File: config.mk
export PLATFORM = sky130hd
export DESIGN_NAME = if_id_queue
export DESIGN_NICKNAME = d
export VERILOG_FILES = /design/src/rtl/if_id_queue_pkg.sv /design/src/rtl/if_queue_storage.sv /design/src/rtl/if_id_queue.sv
export SDC_FILE = /design/constraint.sdc
export NUM_CORES = 1
export LEC_CHECK = 0
export ABC_AREA = 1
export BUFFER_PORTS_ARGS = -buffer_cell sky130_fd_sc_hd__buf_2
export CAP_MARGIN = 40
export CORE_MARGIN = 2
export CORE_UTILIZATION = 55
export DETAILED_ROUTE_END_ITERATION = 16
export PLACE_DENSITY = 0.8
export REMOVE_ABC_BUFFERS = 1
export SLEW_MARGIN = 20
export SYNTH_ARGS = -nofsm -noshare
export SYNTH_HDL_FRONTEND = slang
export SYNTH_HIERARCHICAL = 1
export SYNTH_SLANG_ARGS = --single-unit
export TNS_END_PERCENT = 10
File: constraint.sdc
create_clock -name clk -period 2.25 [get_ports clk]
set_clock_uncertainty 0.05 [all_clocks]
set_input_delay 0.1125 -clock clk [delete_from_list [all_inputs] [get_ports clk]]
set_output_delay 0.1125 -clock clk [all_outputs]
set_load 0.05 [all_outputs]
File: src/rtl/if_id_queue_pkg.sv
`default_nettype none
// ============================================================================
//  Module   : if_id_queue_pkg
//  Purpose  : Shared pipeline definitions for the fetch-to-decode queue:
//             word width, bubble instruction and the {pc, inst} pair type.
//  Revision : 1.0  initial release
// ============================================================================
package if_id_queue_pkg;

    localparam int WORD_WIDTH = 32;

    // Instruction presented to decode when no real entry is available
    localparam logic [WORD_WIDTH-1:0] NOP_INST = 32'h0000_0000;

    typedef struct packed {
        logic [WORD_WIDTH-1:0] pc;
        logic [WORD_WIDTH-1:0] inst;
    } if_pair_t;

endpackage
`default_nettype wire

File: src/rtl/if_queue_storage.sv
`default_nettype none
// ============================================================================
//  Module   : if_queue_storage
//  Purpose  : DEPTH x WIDTH register array, synchronous write, asynchronous
//             read, cleared to zero while reset is held low.
//  Revision : 1.0  initial release
// ============================================================================
module if_queue_storage
    import if_id_queue_pkg::*;
#(
    parameter int DEPTH = 2,
    parameter int WIDTH = 2 * WORD_WIDTH
) (
    input  logic                     clk,
    input  logic                     rst,
    input  logic                     i_we,
    input  logic [$clog2(DEPTH)-1:0] i_waddr,
    input  logic [WIDTH-1:0]         i_wdata,
    input  logic [$clog2(DEPTH)-1:0] i_raddr,
    output logic [WIDTH-1:0]         o_rdata
);

    logic [WIDTH-1:0] r_mem [DEPTH];

    // Write port: whole array cleared on reset, one entry written per edge
    always_ff @(posedge clk or negedge rst) begin
        if (!rst) begin
            for (int i = 0; i < DEPTH; i++) begin
                r_mem[i] <= '0;
            end
        end else if (i_we) begin
            r_mem[i_waddr] <= i_wdata;
        end
    end

    // DEPTH is a power of two, so every address value selects a real entry
    assign o_rdata = r_mem[i_raddr];

endmodule
`default_nettype wire

File: src/rtl/if_id_queue.sv
`default_nettype none
// ============================================================================
//  Module   : if_id_queue
//  Purpose  : Fetch-to-decode decoupling FIFO. Buffers {pc, inst} pairs,
//             presents the oldest to decode, back-pressures fetch when full
//             and drops every queued entry in one cycle on a branch flush.
//  Revision : 1.0  initial release
// ============================================================================
module if_id_queue
    import if_id_queue_pkg::*;
#(
    parameter int DEPTH = 2,
    parameter int WORD  = WORD_WIDTH
) (
    input  logic                   clk,
    input  logic                   rst,
    input  logic [WORD-1:0]        inPc,
    input  logic [WORD-1:0]        inInst,
    input  logic                   inValid,
    output logic                   inReady,
    input  logic                   flush,
    output logic [WORD-1:0]        outPc,
    output logic [WORD-1:0]        outInst,
    output logic                   outValid,
    input  logic                   outReady,
    output logic [$clog2(DEPTH):0] count
);

    localparam int                   c_PTR_W = $clog2(DEPTH);
    localparam int                   c_CNT_W = c_PTR_W + 1;
    localparam logic [c_CNT_W-1:0]   c_FULL  = c_CNT_W'(DEPTH);
    localparam logic [c_PTR_W-1:0]   c_PTR_1 = c_PTR_W'(1);
    localparam logic [c_CNT_W-1:0]   c_CNT_1 = c_CNT_W'(1);

    logic [c_PTR_W-1:0]  r_wr_ptr;
    logic [c_PTR_W-1:0]  r_rd_ptr;
    logic [c_CNT_W-1:0]  r_count;

    logic                w_in_ready;
    logic                w_out_valid;
    logic                w_push;
    logic                w_pop;
    logic [2*WORD-1:0]   w_wdata;
    logic [2*WORD-1:0]   w_rdata;

    // Readiness depends only on occupancy: a full queue never passes through
    assign w_in_ready  = (r_count != c_FULL);
    assign w_out_valid = (r_count != '0);

    // A flush overrides both transfers in the same cycle
    assign w_push  = inValid  & w_in_ready  & ~flush;
    assign w_pop   = w_out_valid & outReady & ~flush;
    assign w_wdata = {inPc, inInst};

    // Pointer and occupancy bookkeeping; pointers wrap naturally at DEPTH
    always_ff @(posedge clk or negedge rst) begin
        if (!rst) begin
            r_wr_ptr <= '0;
            r_rd_ptr <= '0;
            r_count  <= '0;
        end else if (flush) begin
            r_wr_ptr <= '0;
            r_rd_ptr <= '0;
            r_count  <= '0;
        end else begin
            if (w_push) begin
                r_wr_ptr <= r_wr_ptr + c_PTR_1;
            end
            if (w_pop) begin
                r_rd_ptr <= r_rd_ptr + c_PTR_1;
            end
            if (w_push && !w_pop) begin
                r_count <= r_count + c_CNT_1;
            end else if (w_pop && !w_push) begin
                r_count <= r_count - c_CNT_1;
            end
        end
    end

    if_queue_storage #(
        .DEPTH (DEPTH),
        .WIDTH (2 * WORD)
    ) u_storage (
        .clk     (clk),
        .rst     (rst),
        .i_we    (w_push),
        .i_waddr (r_wr_ptr),
        .i_wdata (w_wdata),
        .i_raddr (r_rd_ptr),
        .o_rdata (w_rdata)
    );

    // Stale slots are never exposed: an empty queue shows a bubble
    assign outPc    = w_out_valid ? w_rdata[2*WORD-1:WORD] : '0;
    assign outInst  = w_out_valid ? w_rdata[WORD-1:0]      : WORD'(NOP_INST);
    assign outValid = w_out_valid;
    assign inReady  = w_in_ready;
    assign count    = r_count;

endmodule
`default_nettype wire

==> flow_summary.ini, run 1 <==
[worst_setup_path]
ff2ff_path_depth = 7
r2r-start = count[0]
startpoint_type = register
crit_fanout = 21
endpoint_kind = output pin
worstPathArrival_ps = 1940
crit_type = register to output pin
rrSetupSlack_ps = 460
reg2reg_to = u_storage/r_mem[106]
cp_data_required_time_ps = 2090

[synthesis]
seq_area_frac_synth_pct = 48.4
yosys_warnings = 6
synthDistinctLibCells = 14
ys_ff_latch = 132
synth_area_per_cell_sq_um = 7.34
netlist_instances = 929
syn_area_sq_mm = 0.00682

[worst_hold_path]
hold_path_depth = 4
whs_endpoint = count[0]
hp-class = primary input to register
hp-start = flush

[die]
initial_core_util_pct = 56.5
ioPinCount = 137
die-area_sq_mm = 0.0133
design.core.area_sq_mm = 0.0121
num_rows = 40
dieWidth_microns = 115
die_h_microns = 115

[cells_and_area]
n_antenna_cell = 0
drive_gt1_share_pct = 16.6
final_cell_mix = nand2_1, buf_2, inv_1, dfrtp_1, nand3_1
final_nets = 1174
num-fill-cells = 975
area_growth_pct = 27.4
final_common_cell = nand2_1

[global_route]
grt_max_degree = 129
grt_overflow_total = 0
grt_pass1_vias = 5901
grtUsageTotal_pct = 25.5
grt_antenna_before_repair = 0
grt_pass1_wl_microns = 27100

[sta]
hold_ws_ps = 41.1
fin_crit_sh_pct = 93.3
setup_viol = 0
rsz0062_at_grt = false
final_max_slew_viol_count = 0
hold_viol = 0
tightestPinTransition_ps = 752
max_slew_margin_pct = 49.9
fin_tns_setup_ps = 0
fmax_ghz = 0.476
min_period_ps = 2100

[drt]
vias = 6333
ant_nets = 0
drc = 0
firstDrtPassIters = 5
drt-total-wl_microns = 16400
drt_iter0_drc = 661
via_per_inst = 4.92
wl_per_cell_microns = 12.8

[placed_design]
gp_congestion = 0.797
dp_hpwl_microns = 9320
placement.io_buffers = 136

[power_and_ir_drop]
irDropWorstVdd_mv = 0.430
powerDensity_mw_per_mm2 = 884
p_leak_uw = 0.00480

[clock_network]
cts_tree = built
htree_levels = 4
path_clk_slew_ps = 60
cts-root-buf = clkbuf_16
insertion_delay_ps = 400
cts_sinks = 132
cts_resized = 0
cts_buffer_depth = 2
cts_buffers = 17

[job]
maxCapViolCount = 0

[run_status]
outcome = completed
==> worst max-delay path, cell delays in order (launching register included) <==
cell	delay, ps
dfrtp_4	610
buf_6	220
o21ai_0	180
inv_1	60
nor2_1	160
buf_2	290
==> how the worst max path moves through the flow <==
stage,startpoint,end,slack [ps],depth (start not counted)
6_report,r_rd_ptr,outInst[26],150,5
5_1_grt,r_rd_ptr,outPc[13],30,5
4_1_cts,r_rd_ptr,outPc[10],100,6
3_5_place_dp,count[0],u_storage/r_mem[67],510,8
3_3_place_gp,r_rd_ptr,outInst[31],560,6
2_1_floorplan,count[0],u_storage/r_mem[0],-5350,7
==> cell usage after synthesis <==
library cell	number	area share, %
a21oi_1	2	0.15
buf_2	18	1.3
buf_4	15	1.7
buf_6	16	2.6
clkbuf_1	5	0.28
clkbuf_8	7	1.4
dfrtp_1	132	48
inv_1	135	7.4
nand2_1	328	18
nand2_2	2	0.18
nand3_1	129	9.5
nand4_1	1	0.092
nor2_1	71	3.9
o21ai_0	68	5.0
==> state kept, by name, indices dropped and copies added, names as in the netlist <==
signal,flops
count,2
r_rd_ptr,1
r_wr_ptr,1
u_storage/r_mem,128
==> cells by family (layout without fill, tap and decap cells) <==
| group | count (synthesis) | after routing | share of synthesized area (%) |
|---|---|---|---|
| AND/OR/NAND/NOR | 531 | 531 | 31.7 |
| buffers and inverters | 196 | 385 | 14.7 |
| flip-flops | 132 | 132 | 48.4 |
| AO/OA/AOI/OAI | 70 | 70 | 5.14 |
==> routing by layer <==
layer,routed length (microns),GRT usage (%)
met1,7220,33.5
met2,7960,42.3
met3,1060,5.96
met4,214,7.39
met5,0,0
==> where the power goes <==
part           internal (uW)  switching (uW)  total (uW)
combinational            599            1250        1850
sequential              2870             273        3140
clock                   1730             964        2690
total                   5190            2490        7680
==> timing repair <==
item | CTS | global route
hold endpoints to repair | 184 | 0
endpoints found under the setup margin | 0 | 9
hold buffers | 67 | 0
setup buffers | 0 | 1
==> metrics by stage <==
stage,cells,utilization (%),power (uW),worst slack (ps),cell area (sq um)
2_1_floorplan,868,-,4360,-5350,6320
3_3_place_gp,1186,61.6,4860,558,7430
3_5_place_dp,1186,61.6,4910,510,7430
4_1_cts,1285,72.0,7710,96.3,8680
5_1_grt,1286,72.0,8120,31.6,8690
6_report,1286,72.0,7680,150,8690
==> layout make-up <==
| class | instances | area (sq um) | share of cell area, % |
|---|---|---|---|
| Sequential cell | 132 | 3310 | 38.1 |
| Multi-Input combinational cell | 601 | 2530 | 29.1 |
| Timing Repair Buffer | 218 | 1560 | 18.0 |
| Tap cell | 168 | 210 | 2.42 |
| Clock inverter | 11 | 135 | 1.56 |
| Clock buffer | 21 | 440 | 5.07 |
| Inverter | 135 | 507 | 5.83 |
(Power assumes the default switching activity.)
==> run 2: changes to the inputs <==
- ABC_AREA: 1 -> default
==> run 2 against run 1 <==
Net effect: fmax up 1.7%; combinational power up 25%; sequential share of layout area up 0.66 points; die area down 3.3%; global-route usage down 1.5 points; critical path type unchanged; largest cell class unchanged.
==> flow_summary.ini, run 2 <==
[run_status]
outcome = completed

[synthesis]
seq_area_frac_synth_pct = 50.1
synthDistinctLibCells = 25
synth-edff-count = 0
yosys_warnings = 6
async_reset_ff_share_pct = 100
synth_area_leaders = dfrtp_1, mux2_2, mux2_4, and2_1, buf_12
synthMostInstantiatedCell = dfrtp_1
syn_area_sq_mm = 0.00659
synth_common_cells = dfrtp_1, mux2_2, mux2_4
synth.top_cell.area_share_pct = 50.1
netlist_instances = 437
synth_area_per_cell_sq_um = 15.1
synth_top_cell_by_area = dfrtp_1
synth_flop_cell = dfrtp_1
ys_ff_latch = 132

[worst_setup_path]
cp_data_required_time_ps = 2090
worstPathArrival_ps = 1900
reg2reg_to = u_storage/r_mem[123]
r2r-start = count[1]
ff2ff_path_depth = 5
crit_end = outInst[10]
crit_fanout = 38
endpoint_kind = output pin
startpoint_type = register
crit_type = register to output pin
rrSetupSlack_ps = 250
crit_start = count[0]

[placed_design]
dp_hpwl_microns = 8340
placement.io_buffers = 136
dp_slack_ps = 140
gp_congestion = 0.716

[drt]
vias = 4158
ant_nets = 0
drt-total-wl_microns = 14500
drc = 0
drt_iter0_drc = 233
firstDrtPassIters = 4
wl_per_cell_microns = 18.2
via_per_inst = 5.24

[die]
initial_core_util_pct = 57.0
die-area_sq_mm = 0.0129
die_h_microns = 113
num_rows = 39
ioPinCount = 137
design.core.area_sq_mm = 0.0116
dieWidth_microns = 113

[sta]
rsz0062_at_grt = false
fin_crit_sh_pct = 91.7
postLayoutSetupSlackWorst_ps = 186
final_max_slew_viol_count = 0
hold_ws_ps = 40.7
min_period_ps = 2060
hold_viol = 0
setup_viol = 0
fmax_ghz = 0.484
max_slew_margin_pct = 65.9
tightestPinTransition_ps = 511

[cells_and_area]
num-fill-cells = 730
final_cell_mix = buf_2, dfrtp_1, mux2_2, dlygate4sd3_1, mux2_4
largest_reg_flops = 128
n_antenna_cell = 0
drive_gt1_share_pct = 56.8
area_growth_pct = 29.5
final_common_cell = buf_2
final_nets = 710
regMostFlops = u_storage/r_mem

[global_route]
grt_pass1_vias = 4822
grt_overflow_total = 0
grt_pass1_wl_microns = 24200
grt_antenna_before_repair = 0
grt_max_degree = 58
grtUsageTotal_pct = 23.9

[power_and_ir_drop]
p_leak_uw = 0.00408
seqPwrFrac_pct = 39.3
powerDensity_mw_per_mm2 = 976
p_int_uw = 5920
p_comb_share_pct = 27.7
irDropWorstVdd_mv = 0.753
p_switching_uw = 2410
clockPowerShare_pct = 33.0
swShare_pct = 28.9

[clock_network]
htree_levels = 4
cts-root-buf = clkbuf_16
insertion_delay_ps = 400
cts_sinks = 132
cts_buffer_depth = 2
path_clk_slew_ps = 50
postCtsSetupBuffers = 0
cts_tree = built
cts_buffers = 17

[job]
maxCapViolCount = 0

[worst_hold_path]
hp-class = primary input to register
==> run 2: changes by cell type after synthesis, moves of 66 or more <==
cell and delta:
o21ai_0 -66, nor2_1 -70, inv_1 -133, mux2_4 +66, nand3_1 -129, mux2_2 +126, nand2_1 -328
==> run 2: cell families after synthesis <==
logic type	synth area share (%)
compound gates	0.684
mux	36.7
flops	50.1
simple gates	7.20
xor+xnor	0.133
buf+inv	5.13
==> run 2: worst min path at each step <==
stage             from             endpoint  slack, ps  cells after the start
2_1_floorplan      rst             count[0]       -230                      0
3_3_place_gp       rst  u_storage/r_mem[33]         30                      1
3_5_place_dp       rst  u_storage/r_mem[33]         30                      1
4_1_cts        inValid             count[0]         20                      3
5_1_grt        inValid             count[0]         30                      3
6_report       inValid             count[0]         40                      3
==> run 2: layout make-up <==
class	count	area [sq um]	share of cell area (%)
clock inverter	4	70.1	0.821
timing repair buffer	212	1500	17.6
sequential	132	3300	38.7
multi-input combinational	276	2960	34.6
inverter	2	7.51	0.0880
tap	143	179	2.10
clock buffer	25	515	6.04
==> run 2: critical path: stages (launching register included) <==
cell and delay (ps):
dfrtp_1 450, or2_4 350, buf_12 230, and2_1 180, buf_2 270
==> run 2: per-layer routing <==
layer / share of wire (%) / GRT usage (%)
met1: 44 / 29.7
met2: 51 / 41.5
met3: 3.8 / 5.53
met4: 1.4 / 8.13
met5: 0 / 0
==> run 2: per-stage QoR <==
step	TNS (ps)	power [uW]	utilization (%)	std cells	instance area, sq um
final	0	8330	73.8	794	8530
after global routing	0	8710	73.8	794	8530
after global placement	0	5350	62.7	697	7250
after detailed placement	0	5480	62.8	698	7270
after floorplan	-85690	4910	-	410	6260
after CTS	0	8350	73.7	794	8520
==> run 2: what timing repair did <==
item | 4_1_cts | 5_1_grt
hold endpoints to repair | 180 | 0
gates resized for setup | 0 | 2
hold buffers | 67 | 0
endpoints found under the setup margin | 0 | 56
==> run 2: power by group through the flow <==
stage               clock [uW]  sequential [uW]  combinational, uW
floorplan                    0             3220               1700
global placement             0             3240               2110
detailed placement           0             3290               2190
CTS                       2790             3260               2300
global route              2910             3340               2450
finish                    2750             3270               2310
